[config.mk]
export PLATFORM = sky130hd
export DESIGN_NAME = mem_write_router
export DESIGN_NICKNAME = d
export VERILOG_FILES = /design/src/rtl/mem_write_router.sv
export SDC_FILE = /design/constraint.sdc
export NUM_CORES = 1
export LEC_CHECK = 0
export BUFFER_PORTS_ARGS = -buffer_cell sky130_fd_sc_hd__clkbuf_2
export CAP_MARGIN = 40
export CORE_MARGIN = 2
export CORE_UTILIZATION = 45
export CTS_CLUSTER_SIZE = 30
export DETAILED_ROUTE_END_ITERATION = 6
export PLACE_DENSITY_LB_ADDON = 0.2
export SETUP_SLACK_MARGIN = 0.02
export SLEW_MARGIN = 15
export SYNTH_ARGS = -nofsm -noshare
export SYNTH_HDL_FRONTEND = slang
export SYNTH_SLANG_ARGS = --single-unit
[constraint.sdc]
create_clock -name CLK -period 1.9 [get_ports CLK]
set_input_delay 0.19 -clock CLK [delete_from_list [all_inputs] [get_ports CLK]]
set_output_delay 0.19 -clock CLK [all_outputs]
set_load 0.02 [all_outputs]
[src/rtl/mem_write_router.sv]
// Hack data-port decoder: steers RAM/Screen write strobes, holds LED, UART TX
// byte channel and TX byte counter, and muxes read data back to the CPU.
module mem_write_router #(
  parameter logic [14:0] LED_ADDR  = 15'h6001,
  parameter logic [14:0] UART_ADDR = 15'h6002,
  parameter logic [14:0] CNT_ADDR  = 15'h6003
) (
  input  logic        CLK,
  input  logic        RST_N,
  input  logic [14:0] ADDR,
  input  logic [15:0] DIN,
  input  logic        WRITE,
  output logic [15:0] RDATA,
  output logic        STALL,
  output logic        RAM_LOAD,
  input  logic [15:0] RAM_DOUT,
  output logic        SCREEN_LOAD,
  input  logic [15:0] SCREEN_DOUT,
  input  logic [15:0] KBD,
  output logic [15:0] LED_OUT,
  output logic [7:0]  TX_DATA,
  output logic        TX_VALID,
  input  logic        TX_READY
);

  localparam logic [14:0] KBD_ADDR = 15'h6000;

  typedef enum logic {
    ST_IDLE = 1'b0,
    ST_HOLD = 1'b1
  } tx_state_e;

  tx_state_e   state_r;
  logic [15:0] led_r;
  logic [15:0] cnt_r;
  logic [7:0]  tx_data_r;
  logic        tx_valid_r;
  logic [15:0] rdata_s;

  logic is_ram_s;
  logic is_screen_s;
  logic is_kbd_s;
  logic is_led_s;
  logic is_uart_s;
  logic is_cnt_s;
  logic uart_wr_s;
  logic accept_s;
  logic hold_s;

  assign is_ram_s    = (ADDR[14] == 1'b0);
  assign is_screen_s = (ADDR[14:13] == 2'b10);
  assign is_kbd_s    = (ADDR == KBD_ADDR);
  assign is_led_s    = (ADDR == LED_ADDR);
  assign is_uart_s   = (ADDR == UART_ADDR);
  assign is_cnt_s    = (ADDR == CNT_ADDR);

  assign hold_s    = (state_r == ST_HOLD);
  assign uart_wr_s = WRITE & is_uart_s;
  // A UART write lands when nothing is pending or the pending byte leaves at this edge.
  assign accept_s  = uart_wr_s & (~hold_s | TX_READY);

  assign RAM_LOAD    = WRITE & is_ram_s;
  assign SCREEN_LOAD = WRITE & is_screen_s;
  assign STALL       = uart_wr_s & hold_s & ~TX_READY;

  assign LED_OUT  = led_r;
  assign TX_DATA  = tx_data_r;
  assign TX_VALID = tx_valid_r;
  assign RDATA    = rdata_s;

  // Read-data mux selected by the current address.
  always_comb begin
    rdata_s = 16'h0000;
    if (is_ram_s) begin
      rdata_s = RAM_DOUT;
    end else if (is_screen_s) begin
      rdata_s = SCREEN_DOUT;
    end else if (is_kbd_s) begin
      rdata_s = KBD;
    end else if (is_led_s) begin
      rdata_s = led_r;
    end else if (is_uart_s) begin
      rdata_s = {15'd0, hold_s};
    end else if (is_cnt_s) begin
      rdata_s = cnt_r;
    end else begin
      rdata_s = 16'h0000;
    end
  end

  // UART byte channel FSM with registered TX_DATA/TX_VALID.
  always_ff @(posedge CLK or negedge RST_N) begin
    if (!RST_N) begin
      state_r    <= ST_IDLE;
      tx_data_r  <= 8'h00;
      tx_valid_r <= 1'b0;
    end else begin
      case (state_r)
        ST_IDLE: begin
          if (accept_s) begin
            tx_data_r  <= DIN[7:0];
            tx_valid_r <= 1'b1;
            state_r    <= ST_HOLD;
          end else begin
            tx_valid_r <= 1'b0;
          end
        end
        ST_HOLD: begin
          if (accept_s) begin
            tx_data_r  <= DIN[7:0];
            tx_valid_r <= 1'b1;
            state_r    <= ST_HOLD;
          end else if (TX_READY) begin
            tx_valid_r <= 1'b0;
            state_r    <= ST_IDLE;
          end else begin
            tx_valid_r <= 1'b1;
          end
        end
        default: begin
          tx_valid_r <= 1'b0;
          state_r    <= ST_IDLE;
        end
      endcase
    end
  end

  // LED register load.
  always_ff @(posedge CLK or negedge RST_N) begin
    if (!RST_N) begin
      led_r <= 16'h0000;
    end else if (WRITE && is_led_s) begin
      led_r <= DIN;
    end else begin
      led_r <= led_r;
    end
  end

  // TX byte counter: wraps naturally, any write to its address clears it.
  always_ff @(posedge CLK or negedge RST_N) begin
    if (!RST_N) begin
      cnt_r <= 16'h0000;
    end else if (WRITE && is_cnt_s) begin
      cnt_r <= 16'h0000;
    end else if (accept_s) begin
      cnt_r <= cnt_r + 16'd1;
    end else begin
      cnt_r <= cnt_r;
    end
  end

endmodule

==> impl_metrics.toml <==
[status]
outcome = "complete, no violations"

[floorplanning]
num_io_pins = 127
design.die.area_um2 = 6480
die_height_um = 80.5
floorplan.initialDensity = 0.473
fp.coreArea_um2 = 5570
dieWidth_um = 80.5
std_cell_rows = 27

[clocking]
tritoncts_buffer_count = 5
clockRootBuffer = "sky130_fd_sc_hd__clkbuf_8"
clkLatencyLatePin_ns = 0.29
longest_clk_path_bufs = 2
clock_tree_from_tritoncts = "yes"
htreeDepth = 2
clkTransAtPathRegs_ns = 0.08
cts.sinks = 41

[placement]
postPlaceCellArea_um2 = 3460
numPortBuffers = 126
dp_hpwl_um = 5620
gp_routability_congestion = 0.865

[finish]
post_route_cells_drive_above_1_share = 0.445
layout.cells.most_common = "sky130_fd_sc_hd__clkbuf_2"
layout_common_cells = "sky130_fd_sc_hd__clkbuf_2, sky130_fd_sc_hd__dfrtp_1, sky130_fd_sc_hd__a21oi_1, sky130_fd_sc_hd__o21ai_0, sky130_fd_sc_hd__mux2_2"
sequential_cell_area_um2 = 1030
fillers = 462
final_nets = 500
area.growth.synth_to_final_pct = 36.7
final_util = 0.646
multiInputGateArea_um2 = 1530
fin_area_um2 = 3600
antennaDiodeCount = 0

[route]
drcViolationCount = 0
vias = 2783
maxUsedRoutingLayer = "met4"
met1Wirelength_um = 3360
first_iter_violations = 208
detailedRoute.firstPassIterationCount = 5
met2RoutedLength_um = 3510
routedWlPerCell_um = 15.6
drt-vias-per-instance = 5.70
drt.antenna.violating_nets = 0
met3_wirelength_um = 729
drt_wl_total_um = 7620

[critical_path]
cp.required_ns = 1.71
critPathMaxFanout = 33
worst_setup_path_start_kind = "input port"
worst_setup_path_end_kind = "output port"
timing.setup.critical_path_class = "in2out"
data_arrival_time_at_the_worst_slack_endpoint_ns = 1.65

[logic_synthesis]
asyncSetResetFlopFracSynth = 1.00
synth_nets = 366
postSynthAreaPerCell_um2 = 9.34
synth-warning-count = 0
synth_top_cell_by_area = "sky130_fd_sc_hd__dfrtp_1"
instance_count_of_the_mapped_netlist = 282
synth.top_cell.area_share = 0.389
synth_top_flop_cell = "sky130_fd_sc_hd__dfrtp_1"
synth-seq-area-share = 0.389
syn_area_um2 = 2640
ys_ff_latch = 41
yosys.cell_types.count = 32
synth_top_cells_by_area = "sky130_fd_sc_hd__dfrtp_1, sky130_fd_sc_hd__mux2_2, sky130_fd_sc_hd__o21ai_0, sky130_fd_sc_hd__a21oi_1, sky130_fd_sc_hd__nor2b_1"
synth_enable_flop_cells = 0

[timing]
number_of_setup_violations_in_the_final_report = 0
worst-slew-pin-transition_ns = 0.523
clock.fmax_ghz = 0.544
post-route-period-util = 0.967
rsz0062_at_grt = "true"
final_hold_slack_ns = 0.123
min_period_ns = 1.84
skew_ns = 0.00988
number_of_hold_slack_violations_in_the_final_timing_report = 0
fin_setup_tns_ns = 0
slew-limit-headroom = 0.651
timing_max_transition_violations_final = 0

[power]
power_per_cell_area_nw_per_um2 = 510
peakVddDrop_v = 0.000487
total_leakage_power_uw = 0.00174

[worst_hold_path]
worst_hold_path_type = "in2reg"

[grt]
grt_first_pass_wirelength_um = 11600
grt.total_usage = 0.230
global_route.overflow_total = 0
grt_pass1_vias = 2537
grt_antenna_before_repair = 0
maximum_number_of_pins_on_one_net_before_global_route_repair = 42

[run]
max_cap_viol_count = 0
-- worst max-delay path: stages --
cell,delay (ns)
sky130_fd_sc_hd__clkbuf_2,0.10
sky130_fd_sc_hd__nor4_4,0.39
sky130_fd_sc_hd__buf_4,0.18
sky130_fd_sc_hd__nand4_2,0.12
sky130_fd_sc_hd__buf_12,0.19
sky130_fd_sc_hd__nor3_1,0.25
sky130_fd_sc_hd__clkbuf_2,0.22
-- metrics by stage --
stage	instances	power, uW	setup slack, ns
floorplan	282	1010	0.0879
global placement	478	1170	0.0936
detailed placement	478	1170	0.0673
CTS	486	1860	0.0628
global route	488	1920	0.00135
finish	488	1840	0.0630
-- metal layers --
| metal | vias to the layer above | global-route usage |
|---|---|---|
| li1 | 1346 | - |
| met1 | 1291 | 0.304 |
| met2 | 140 | 0.378 |
| met3 | 6 | 0.0539 |
| met4 | 0 | 0.0576 |
| met5 | - | 0 |
-- path summary, 6_finish.rpt --
kind | slack (ns) | to | startpoint | cells after the start
hold / removal | 0.12 | LED_OUT[12]$_DFFE_PN0P_ | DIN[12] | 2
max in group asynchronous | 1.05 | LED_OUT[8]$_DFFE_PN0P_ | RST_N | 3
setup reg to reg | 0.10 | cnt_r[8]$_DFFE_PN0P_ | cnt_r[0]$_DFFE_PN0P_ | 7
min in group asynchronous | 0.49 | cnt_r[1]$_DFFE_PN0P_ | RST_N | 3
hold reg to reg | 0.51 | TX_DATA[0]$_DFFE_PN0P_ | TX_DATA[0]$_DFFE_PN0P_ | 1
setup / recovery | 0.06 | STALL | ADDR[4] | 7
-- cells in the mapped netlist, types with 5 or more instances --
cell type / n
sky130_fd_sc_hd__nand4_1: 11
sky130_fd_sc_hd__mux2_2: 24
sky130_fd_sc_hd__and4_1: 7
sky130_fd_sc_hd__or3_1: 5
sky130_fd_sc_hd__buf_2: 6
sky130_fd_sc_hd__o21ai_0: 37
sky130_fd_sc_hd__clkbuf_1: 13
sky130_fd_sc_hd__dfrtp_1: 41
sky130_fd_sc_hd__nand3_1: 6
sky130_fd_sc_hd__a21oi_1: 33
sky130_fd_sc_hd__nand2b_1: 16
sky130_fd_sc_hd__o31ai_1: 10
sky130_fd_sc_hd__nor2b_1: 19
sky130_fd_sc_hd__a22oi_1: 15
sky130_fd_sc_hd__or4_1: 10
sky130_fd_sc_hd__and2_1: 5
-- flip-flops by register name, indices dropped and copies added (netlist names) --
name and count:
TX_DATA 8, TX_VALID 1, LED_OUT 16, cnt_r 16
-- cells by family after synthesis --
| logic type | after synthesis | share of synthesized area |
|---|---|---|
| adders and majority gates | 1 | 0.00475 |
| DFF | 41 | 0.389 |
| AOI/OAI and AO/OA | 95 | 0.204 |
| buffers and inverters | 20 | 0.0342 |
| muxes | 25 | 0.111 |
| and+or+nand+nor | 100 | 0.256 |
-- cell type report --
class,count,share of cell area
clock inverter,2,0.00973
multi-input combinational,221,0.424
tap,72,0.0250
timing repair buffer,147,0.238
clock buffer,5,0.0191
sequential,41,0.285
-- report_power, final --
group,internal (uW),total [uW],switching (uW),leakage (uW)
registers,872,872,0.256,0.000573
clock network,382,683,301,0.0000540
logic,125,283,158,0.00112
total,1380,1840,459,0.00174
-- repair_timing --
item	in CTS	in global routing
hold endpoints to repair	41	0
hold buffers	1	0
buffers inserted	1	2
pin swaps	1	1
gates resized for setup	2	1
setup endpoints to repair	1	13
No activity file was read; power rests on OpenSTA's default activity.
